<file path="config.mk">
export PLATFORM = sky130hd
export DESIGN_NAME = ecc_secded_dec_pipe_flat
export DESIGN_NICKNAME = d
export VERILOG_FILES = /design/src/rtl/ecc_secded_dec_pipe_if.sv /design/src/rtl/ecc_secded_dec_pipe.sv /design/src/flat_wrapper.sv
export SDC_FILE = /design/constraint.sdc
export NUM_CORES = 1
export LEC_CHECK = 0
export ABC_CLOCK_PERIOD_IN_PS = 5300
export CORE_ASPECT_RATIO = 1.2
export CORE_MARGIN = 2
export CORE_UTILIZATION = 40
export CTS_BUF_LIST = sky130_fd_sc_hd__clkbuf_8
export DETAILED_ROUTE_END_ITERATION = 8
export SYNTH_ARGS = -nofsm -noshare
export SYNTH_HDL_FRONTEND = slang
export SYNTH_SLANG_ARGS = --single-unit
export TNS_END_PERCENT = 50
</file>
<file path="constraint.sdc">
create_clock -name clk -period 5.3 [get_ports clk]
set_input_delay 0.53 -clock clk [delete_from_list [all_inputs] [get_ports clk]]
set_output_delay 0.53 -clock clk [all_outputs]
set_load 0.02 [all_outputs]
</file>
<file path="src/rtl/ecc_secded_dec_pipe_if.sv">
// Valid/ready bus bundle for the pipelined SECDED decoder: codeword input,
// decoded word output and the error-event counter controls.
interface ecc_secded_dec_pipe_if #(
    parameter int unsigned DATA_W = 32,
    parameter int unsigned PAR_W  = 6,
    parameter int unsigned CNT_W  = 16
);
    localparam int unsigned CW = DATA_W + PAR_W + 1;

    logic              i_vld;
    logic              i_rdy;
    logic [CW-1:0]     i_code;
    logic              corr_en;
    logic              o_vld;
    logic              o_rdy;
    logic [DATA_W-1:0] o_data;
    logic              o_sec;
    logic              o_ded;
    logic [PAR_W-1:0]  o_syn;
    logic              cnt_clr;
    logic [CNT_W-1:0]  sec_cnt;
    logic [CNT_W-1:0]  ded_cnt;

    // Decoder side
    modport slave (
        input  i_vld, i_code, corr_en, o_rdy, cnt_clr,
        output i_rdy, o_vld, o_data, o_sec, o_ded, o_syn, sec_cnt, ded_cnt
    );

    // Producer/consumer side
    modport master (
        output i_vld, i_code, corr_en, o_rdy, cnt_clr,
        input  i_rdy, o_vld, o_data, o_sec, o_ded, o_syn, sec_cnt, ded_cnt
    );
endinterface

</file>
<file path="src/rtl/ecc_secded_dec_pipe.sv">
// Two-stage SECDED Hamming decoder with valid/ready flow control.
// Stage 1 captures the raw word, its syndrome and overall parity; stage 2
// classifies, optionally corrects, extracts data and feeds the event counters.
module ecc_secded_dec_pipe #(
    parameter int unsigned DATA_W = 32,
    parameter int unsigned PAR_W  = 6,
    parameter int unsigned CNT_W  = 16
) (
    input  logic                 clk,
    input  logic                 rst_n,
    ecc_secded_dec_pipe_if.slave bus
);
    localparam int unsigned N  = DATA_W + PAR_W;
    localparam int unsigned CW = N + 1;

    // Check bits must be able to address every codeword position
    if ((2 ** PAR_W) < (DATA_W + PAR_W + 1)) begin : g_bad_par_w
        $error("ecc_secded_dec_pipe: PAR_W too small for DATA_W");
    end

    logic              en1;
    logic              en2;
    logic              s1_vld;
    logic [CW-1:0]     s1_code;
    logic [PAR_W-1:0]  s1_syn;
    logic              s1_par;
    logic              s1_corr;
    logic              o_vld_q;
    logic [DATA_W-1:0] o_data_q;
    logic              o_sec_q;
    logic              o_ded_q;
    logic [PAR_W-1:0]  o_syn_q;
    logic [CNT_W-1:0]  sec_q;
    logic [CNT_W-1:0]  ded_q;
    logic [PAR_W-1:0]  syn_c;
    logic              par_c;
    logic [CW-1:0]     fix_c;
    logic [DATA_W-1:0] data_c;
    logic              sec_c;
    logic              ded_c;
    logic              hs_c;

    // A stage advances when its downstream slot is free or being emptied
    assign en2   = ~o_vld_q | bus.o_rdy;
    assign en1   = ~s1_vld | en2;
    assign hs_c  = o_vld_q & bus.o_rdy;

    assign bus.i_rdy   = en1;
    assign bus.o_vld   = o_vld_q;
    assign bus.o_data  = o_data_q;
    assign bus.o_sec   = o_sec_q;
    assign bus.o_ded   = o_ded_q;
    assign bus.o_syn   = o_syn_q;
    assign bus.sec_cnt = sec_q;
    assign bus.ded_cnt = ded_q;

    // Syndrome is the XOR of the indices of all set Hamming positions
    always_comb begin
        syn_c = '0;
        for (int unsigned p = 1; p <= N; p++) begin
            if (bus.i_code[p]) begin
                syn_c = syn_c ^ PAR_W'(p);
            end
        end
        par_c = ^bus.i_code;
    end

    // Stage 1: capture the word with its syndrome, parity and correction mode
    always_ff @(posedge clk or negedge rst_n) begin
        if (!rst_n) begin
            s1_vld  <= 1'b0;
            s1_code <= '0;
            s1_syn  <= '0;
            s1_par  <= 1'b0;
            s1_corr <= 1'b0;
        end else begin
            if (en1) begin
                s1_vld <= bus.i_vld;
            end
            if (en1 && bus.i_vld) begin
                s1_code <= bus.i_code;
                s1_syn  <= syn_c;
                s1_par  <= par_c;
                s1_corr <= bus.corr_en;
            end
        end
    end

    // Classify the error, flip the faulty position if allowed, then gather data bits
    always_comb begin
        int unsigned k;
        fix_c  = s1_code;
        sec_c  = 1'b0;
        ded_c  = 1'b0;
        data_c = '0;
        k      = 0;
        if (s1_par) begin
            if (s1_syn <= PAR_W'(N)) begin
                sec_c = 1'b1;
                if ((s1_syn != '0) && s1_corr) begin
                    fix_c[s1_syn] = ~s1_code[s1_syn];
                end
            end else begin
                ded_c = 1'b1;
            end
        end else if (s1_syn != '0) begin
            ded_c = 1'b1;
        end
        for (int unsigned p = 1; p <= N; p++) begin
            if ((p & (p - 1)) != 0) begin
                if (k < DATA_W) begin
                    data_c[k] = fix_c[p];
                end
                k = k + 1;
            end
        end
    end

    // Stage 2: output register, held while the consumer stalls
    always_ff @(posedge clk or negedge rst_n) begin
        if (!rst_n) begin
            o_vld_q  <= 1'b0;
            o_data_q <= '0;
            o_sec_q  <= 1'b0;
            o_ded_q  <= 1'b0;
            o_syn_q  <= '0;
        end else begin
            if (en2) begin
                o_vld_q <= s1_vld;
            end
            if (en2 && s1_vld) begin
                o_data_q <= data_c;
                o_sec_q  <= sec_c;
                o_ded_q  <= ded_c;
                o_syn_q  <= s1_syn;
            end
        end
    end

    // Saturating event counters, bumped once per delivered word; clear wins
    always_ff @(posedge clk or negedge rst_n) begin
        if (!rst_n) begin
            sec_q <= '0;
            ded_q <= '0;
        end else if (bus.cnt_clr) begin
            sec_q <= '0;
            ded_q <= '0;
        end else if (hs_c) begin
            if (o_sec_q && (sec_q != '1)) begin
                sec_q <= sec_q + CNT_W'(1);
            end
            if (o_ded_q && (ded_q != '1)) begin
                ded_q <= ded_q + CNT_W'(1);
            end
        end
    end
endmodule

</file>
<file path="src/flat_wrapper.sv">
// flat-port wrapper written by rule: the top's interface ports become plain ports
module ecc_secded_dec_pipe_flat 
#(
    parameter int unsigned DATA_W = 32,
    parameter int unsigned PAR_W  = 6,
    parameter int unsigned CNT_W  = 16
)
  (clk, rst_n, bus_i_vld, bus_i_code, bus_corr_en, bus_o_rdy, bus_cnt_clr, bus_i_rdy, bus_o_vld, bus_o_data, bus_o_sec, bus_o_ded, bus_o_syn, bus_sec_cnt, bus_ded_cnt);
  ecc_secded_dec_pipe_if #(.DATA_W(DATA_W), .PAR_W(PAR_W), .CNT_W(CNT_W)) bus_i ();
  input  logic clk;
  input  logic rst_n;
  input wire logic [$bits(bus_i.i_vld)-1:0] bus_i_vld;
  input wire logic [$bits(bus_i.i_code)-1:0] bus_i_code;
  input wire logic [$bits(bus_i.corr_en)-1:0] bus_corr_en;
  input wire logic [$bits(bus_i.o_rdy)-1:0] bus_o_rdy;
  input wire logic [$bits(bus_i.cnt_clr)-1:0] bus_cnt_clr;
  output wire logic [$bits(bus_i.i_rdy)-1:0] bus_i_rdy;
  output wire logic [$bits(bus_i.o_vld)-1:0] bus_o_vld;
  output wire logic [$bits(bus_i.o_data)-1:0] bus_o_data;
  output wire logic [$bits(bus_i.o_sec)-1:0] bus_o_sec;
  output wire logic [$bits(bus_i.o_ded)-1:0] bus_o_ded;
  output wire logic [$bits(bus_i.o_syn)-1:0] bus_o_syn;
  output wire logic [$bits(bus_i.sec_cnt)-1:0] bus_sec_cnt;
  output wire logic [$bits(bus_i.ded_cnt)-1:0] bus_ded_cnt;
  assign bus_i.i_vld = bus_i_vld;
  assign bus_i.i_code = bus_i_code;
  assign bus_i.corr_en = bus_corr_en;
  assign bus_i.o_rdy = bus_o_rdy;
  assign bus_i.cnt_clr = bus_cnt_clr;
  assign bus_i_rdy = bus_i.i_rdy;
  assign bus_o_vld = bus_i.o_vld;
  assign bus_o_data = bus_i.o_data;
  assign bus_o_sec = bus_i.o_sec;
  assign bus_o_ded = bus_i.o_ded;
  assign bus_o_syn = bus_i.o_syn;
  assign bus_sec_cnt = bus_i.sec_cnt;
  assign bus_ded_cnt = bus_i.ded_cnt;
  ecc_secded_dec_pipe #(.DATA_W(DATA_W), .PAR_W(PAR_W), .CNT_W(CNT_W)) u_core (.clk(clk), .rst_n(rst_n), .bus(bus_i));
endmodule
</file>
## Word-level counts from Yosys, hierarchy flattened

Cells that the tools add are included.
Widths: inputs -> output; s select.

- Add/sub/neg operators: 2
- Order comparisons: 3
- Equal/unequal tests: 2
- Muxes and demuxes: 57
- Bitwise gates (word level): 43
- Reductions and logical operators: 13

Operators by type and width:

| kind | count |
|---|---|
| $mux 39 | 3 |
| $mux 16 | 6 |
| $mux 5 | 16 |
| $mux 6 | 7 |
| $bwmux 39 | 1 |
| $not 3->3 | 13 |
| $reduce_xor 39->1 | 1 |
| $add 16x1->16 const B | 2 |
| $mux 4 | 8 |
| $ne 16x16->1 const B | 2 |
| $not 2->2 | 13 |
| $not 4->4 | 5 |
| $mux 3 | 4 |
| $mux 1 | 8 |
| $lt 6x7->1 const B | 1 |
| $bmux 1 s6 | 1 |
| $demux 1 s6 | 1 |
| $ge 6x1->1 const B | 1 |
| $le 6x6->1 const B | 1 |
| $logic_and 1x1->1 | 6 |
| $reduce_bool 2->1 | 3 |
| $reduce_bool 6->1 | 1 |
| $not 1->1 const A | 5 |
| $not 5->5 | 1 |
| 5 further kinds | 10 |

- Flip-flop bits (word level): 121
- Output and inout bits: 74
- Logic and storage cells: 132

## Longest topological paths before layout

- Depth in word-level cells: 70
- Depth in mapped cells: 8

## Worst setup path after synthesis

No wires, ideal clock.

- Path type: flip-flop to flip-flop
- From: register u_core.sec_q[0] (netlist: u_core.bus.sec_cnt[0])
- To: register u_core.sec_q[13] (netlist: u_core.bus.sec_cnt[13])
- Setup time: 0.078 ns
- Data arrival time: 1.959 ns
- Required time: 5.222 ns
- Setup slack: 3.262 ns
- Stages on the path, launching flop included: 7
- Buffers on the path: 1
- Clock period less this slack: 2.038 ns
- Cells stage by stage: dfrtp_1 > ha_1 > and4_4 > buf_6 > a2111o_1 > or3_1 > a21oi_1

- Word-level cells in the longest chain between the ends: 4
- Elaborated cells between the ends (all ways): 8
- Those cells by class: add/sub: 1; eq/ne: 1; mux: 3; reduce/logical: 3

RTL lines:

| what | RTL line | RTL |
|---|---|---|
| from (decl) | ecc_secded_dec_pipe.sv:33 | `logic [CNT_W-1:0] sec_q;` |
| from (signal assigned) | ecc_secded_dec_pipe.sv:150 | `sec_q <= sec_q + CNT_W'(1);` |
| $add 16x1->16 / $ne 16x16->1 (equally long branches) | ecc_secded_dec_pipe.sv:150, ecc_secded_dec_pipe.sv:149 |  |
| $mux 16 / $logic_and 1x1->1 (equally long branches) | ecc_secded_dec_pipe.sv:149 | `if (o_sec_q && (sec_q != '1)) begin` |
| $mux 16 / $reduce_bool 2->1 (equally long branches) | -- |  |
| $mux 16 / $reduce_and 2->1 (equally long branches) | -- |  |

Parallel ways exist; a longest one is shown, timed or not. The select of a mux whose other input is x is not followed.
A chain may end at the register's enable or synchronous reset.

## Worst setup path after layout

- From: register u_core.s1_syn[0]
- To: register u_core.o_data_q[4] (netlist: u_core.bus.o_data[4])

- Word-level cells in the longest chain between the ends: 8
- Elaborated cells between the ends (all ways): 15
- Those cells by class: order compare: 3; mux: 8; bitwise: 1; reduce/logical: 3

RTL lines:

| what | RTL line | RTL |
|---|---|---|
| from (decl) | ecc_secded_dec_pipe.sv:25 | `logic [PAR_W-1:0] s1_syn;` |
| from (signal assigned) | ecc_secded_dec_pipe.sv:82 | `s1_syn <= syn_c;` |
| $lt 6x7->1 (implied by the code) / $ge 6x1->1 (equally long branches) | ecc_secded_dec_pipe.sv:101 | `fix_c[s1_syn] = ~s1_code[s1_syn];` |
| $logic_and 1x1->1 (implied by the code) | ecc_secded_dec_pipe.sv:101 |  |
| $mux 1 (implied by the code) | ecc_secded_dec_pipe.sv:101 |  |
| $demux 1 s6 | -- |  |
| $bwmux 39 | ecc_secded_dec_pipe.sv:101 |  |
| $mux 39 | ecc_secded_dec_pipe.sv:100 | `if ((s1_syn != '0) && s1_corr) begin` |
| $mux 39 * | ecc_secded_dec_pipe.sv:98 | `if (s1_syn <= PAR_W'(N)) begin` |
| $mux 39 * | ecc_secded_dec_pipe.sv:97 | `if (s1_par) begin` |
| to (signal assigned) | ecc_secded_dec_pipe.sv:132 | `o_data_q <= data_c;` |
| to (decl) | ecc_secded_dec_pipe.sv:29 | `logic [DATA_W-1:0] o_data_q;` |

Every way passes the cells marked *; elsewhere a longest branch is shown, timed or not. The select of a mux whose other input is x is not followed.

==> reports/qor.csv <==
metric,value,unit
final routed wire length divided by cell count,17.5,um
number of synthesized register bits,121,
area of all placed cells without fillers,8020,sq um
count of antenna diodes in the layout,0,
relative contribution of the clock network to total power,0.235,
CTS tree,built,
number of global-route vias before repair,4941,
internal power summed over all cells,1.99,mW
stage delay of the slowest cell on the critical path,1.09,ns
register share of total power,0.414,
tightest slew margin relative to the limit,0.196,
clock insertion delay at the later pin of the skew report,0.44,ns
maximum vdd drop,0.177,mV
"most common cell after layout, fill and taps aside",dfrtp_1,
final total negative setup slack,0,ns
number of failing setup endpoints in the final timing report,0,
global route total overflow,0,
RSZ-0062 raised after global routing,false,
library cell contributing the largest single delay on the critical path,dfrtp_1,
status,finished clean,
Most used DFF post-synth,dfrtp_1,
area of combinational cells with multiple inputs,3180,sq um
DRC Markers,0,
ports placed on the boundary,119,
count of pins over their slew limit,0,
all-layer global routing usage,0.202,
clock sink total,121,
Inserted Clock Buffers,17,
standard-cell rows,50,
logic depth of the worst register-to-register path,5,
post-CTS setup buffer count,0,
buffers added on ports,118,
highest-count cells in the layout ignoring fill and taps,"dfrtp_1 (121), clkdlybuf4s50_1 (117), xnor2_1 (63), nand2_1 (52), nor2_1 (49)",
Least-Margin Pin Slew,1.20,ns
fraction of registers with async set/reset,1.00,
number of enable-type register cells in the synthesized netlist,0,
antenna-violating nets left,0,
CTS HTree Levels,4,
share of power burned in combinational logic,0.351,
net switching fraction of the power,0.358,
Cell Pwr Density,386,nW/um^2
synthesis-to-finish area growth,26.4,%
clock buffer depth,2,
width of the die,119,um
final-layout fill cell count,1461,
crit-path cells,mux4_2 -> nor2b_1 -> a211o_1 -> o211ai_1 -> o21a_1,
net count after synthesis,654,
Vias,4978,
clk root buf,clkbuf_8,
category of the worst setup path launch point,register,
class of the tightest hold or removal check,in -> async,
net load switching power,1.11,mW
sequential cell area in the final layout,3030,sq um
type of the worst setup path,reg -> reg,
largest fanout of any net on the critical path,27,
sort of element at the end of the critical path,register,
iteration-0 DRC count of the detailed router,430,
Mapped Area,6340,sq um
share of post-route cells with drive strength above 1,0.111,
Cell variety after synth,48,
pin count of the biggest net entering global routing,80,
number of detailed-routing iterations run before antenna repair,4,
Worst Path Required,5.68,ns
synthesized area per cell,10.5,sq um
max-cap violation count,0,
maximum frequency from static timing analysis,377,MHz
Final HPWL DP,12.2,mm
post-synthesis sequential area ratio,0.477,
net count of the finished layout,766,
Via density,5.32,
global-route wire length before repair,26.4,mm
Total Power,3.09,mW
DIE HEIGHT,142,um
LEAKAGE,3.20,nW
Yosys Warn Count,0,
count of hold buffers inserted by post-cts repair,0,
Post-CTS Resized,0,
worst path arrival time,3.03,ns
synthesized instance count,607,
die area,16900,sq um
fraction of the cycle the final worst path needs,0.501,
setup skew after layout,0.0115,ns
Starting Density,0.407,
Clock transition at path regs,0.07,ns
number of antenna violations at the first check in global routing,0,
final wirelength,16.4,mm
final number of hold-violating endpoints,0,
placed cell area,7680,sq um
core footprint,15600,sq um
Tmin final,2.65,ns
GPL Wtd Cong,0.857,
cell families (layout without fill, tap and decap cells):
group / Yosys count / count (layout) / synth area share
and+or+nand+nor: 178 / 178 / 0.136
DFF: 121 / 121 / 0.477
AOI/OAI and AO/OA: 117 / 117 / 0.115
xor gates and xnor gates: 97 / 97 / 0.136
muxes: 59 / 59 / 0.109
buffers and inverters: 33 / 154 / 0.0225
adders and majority gates: 2 / 2 / 0.00394
cell type report:
class,count,share of cell area
repair buffers,121,0.150
clock inverters,8,0.00749
well taps,208,0.0325
inverters,5,0.00234
flip-flops and latches,121,0.378
clock buffers,20,0.0343
multi-input cells,453,0.396
synth_stat cells, types with 3 or more instances:
| master | number | area share |
|---|---|---|
| dfrtp_1 | 121 | 0.48 |
| xnor2_1 | 63 | 0.087 |
| nand2_1 | 53 | 0.031 |
| nor2_1 | 49 | 0.029 |
| o21ai_0 | 46 | 0.036 |
| mux2_2 | 42 | 0.075 |
| xor2_1 | 33 | 0.046 |
| clkbuf_1 | 20 | 0.012 |
| nand3_1 | 17 | 0.013 |
| a21oi_1 | 15 | 0.012 |
| o21a_1 | 15 | 0.018 |
| nand4_1 | 14 | 0.014 |
| o211ai_1 | 14 | 0.017 |
| mux2i_1 | 13 | 0.021 |
| a21o_1 | 8 | 0.0095 |
| nor2b_1 | 7 | 0.0069 |
| or3_1 | 7 | 0.0069 |
| a31oi_1 | 6 | 0.0059 |
| buf_2 | 6 | 0.0047 |
| nor3_1 | 6 | 0.0047 |
| and3_1 | 5 | 0.0049 |
| inv_1 | 5 | 0.0030 |
| and2_1 | 4 | 0.0039 |
| mux4_2 | 4 | 0.014 |
| a311oi_1 | 3 | 0.0041 |
| nand2b_1 | 3 | 0.0030 |
| nand3b_1 | 3 | 0.0036 |
power groups by stage:
stage                     logic, mW  registers (mW)  clock network, mW
final                          1.09            1.28              0.727
after global routing           1.19            1.30              0.791
after CTS                      1.09            1.28              0.747
after detailed placement       1.09            1.30                  0
after global placement         1.08            1.29                  0
after floorplan               0.660            1.29                  0
registers in the layout, summed over array words and instances, names as in the netlist, 6 cells and up:
signal,count
u_core.bus.o_data,32
u_core.s1_code,39
u_core.bus.ded_cnt,16
u_core.bus.sec_cnt,16
u_core.bus.o_syn,6
u_core.s1_syn,6
per-stage QoR:
step,setup slack (ns),utilization,hold WS (ns),std cells
after floorplan,3.26,-,0.234,607
after global placement,2.55,0.493,0.459,908
after detailed placement,2.51,0.493,0.466,908
after CTS,2.69,0.515,0.262,936
after global routing,2.53,0.515,0.319,936
final,2.65,0.515,0.226,936
worst max-delay path, delay by kind of cell, from the launching register on:
| kind | cells | cell delay (ns) |
|---|---|---|
| flip-flops | 1 | 1.09 |
| AO/OA/AOI/OAI | 3 | 0.75 |
| multiplexers | 1 | 0.60 |
| AND/OR/NAND/NOR | 1 | 0.14 |
final timing paths:
path	endpoint	slack, ns	startpoint
setup / recovery	u_core.bus.o_data[4]	2.65	u_core.s1_syn[0]
setup reg to reg	u_core.bus.o_data[4]	2.65	u_core.s1_syn[0]
hold reg to reg	u_core.bus.o_data[26]	0.48	u_core.bus.o_data[26]
max in group asynchronous	u_core.bus.o_data[19]	3.85	rst_n
hold / removal	u_core.bus.sec_cnt[4]	0.23	rst_n
min in group clk	u_core.bus.o_data[26]	0.48	u_core.bus.o_data[26]
metal layers:
metal	global-route usage	part of all wire
met3	0.0445	0.052
met1	0.255	0.43
met2	0.336	0.49
met4	0.0840	0.024
met5	0	0
(Power assumes the default switching activity.)
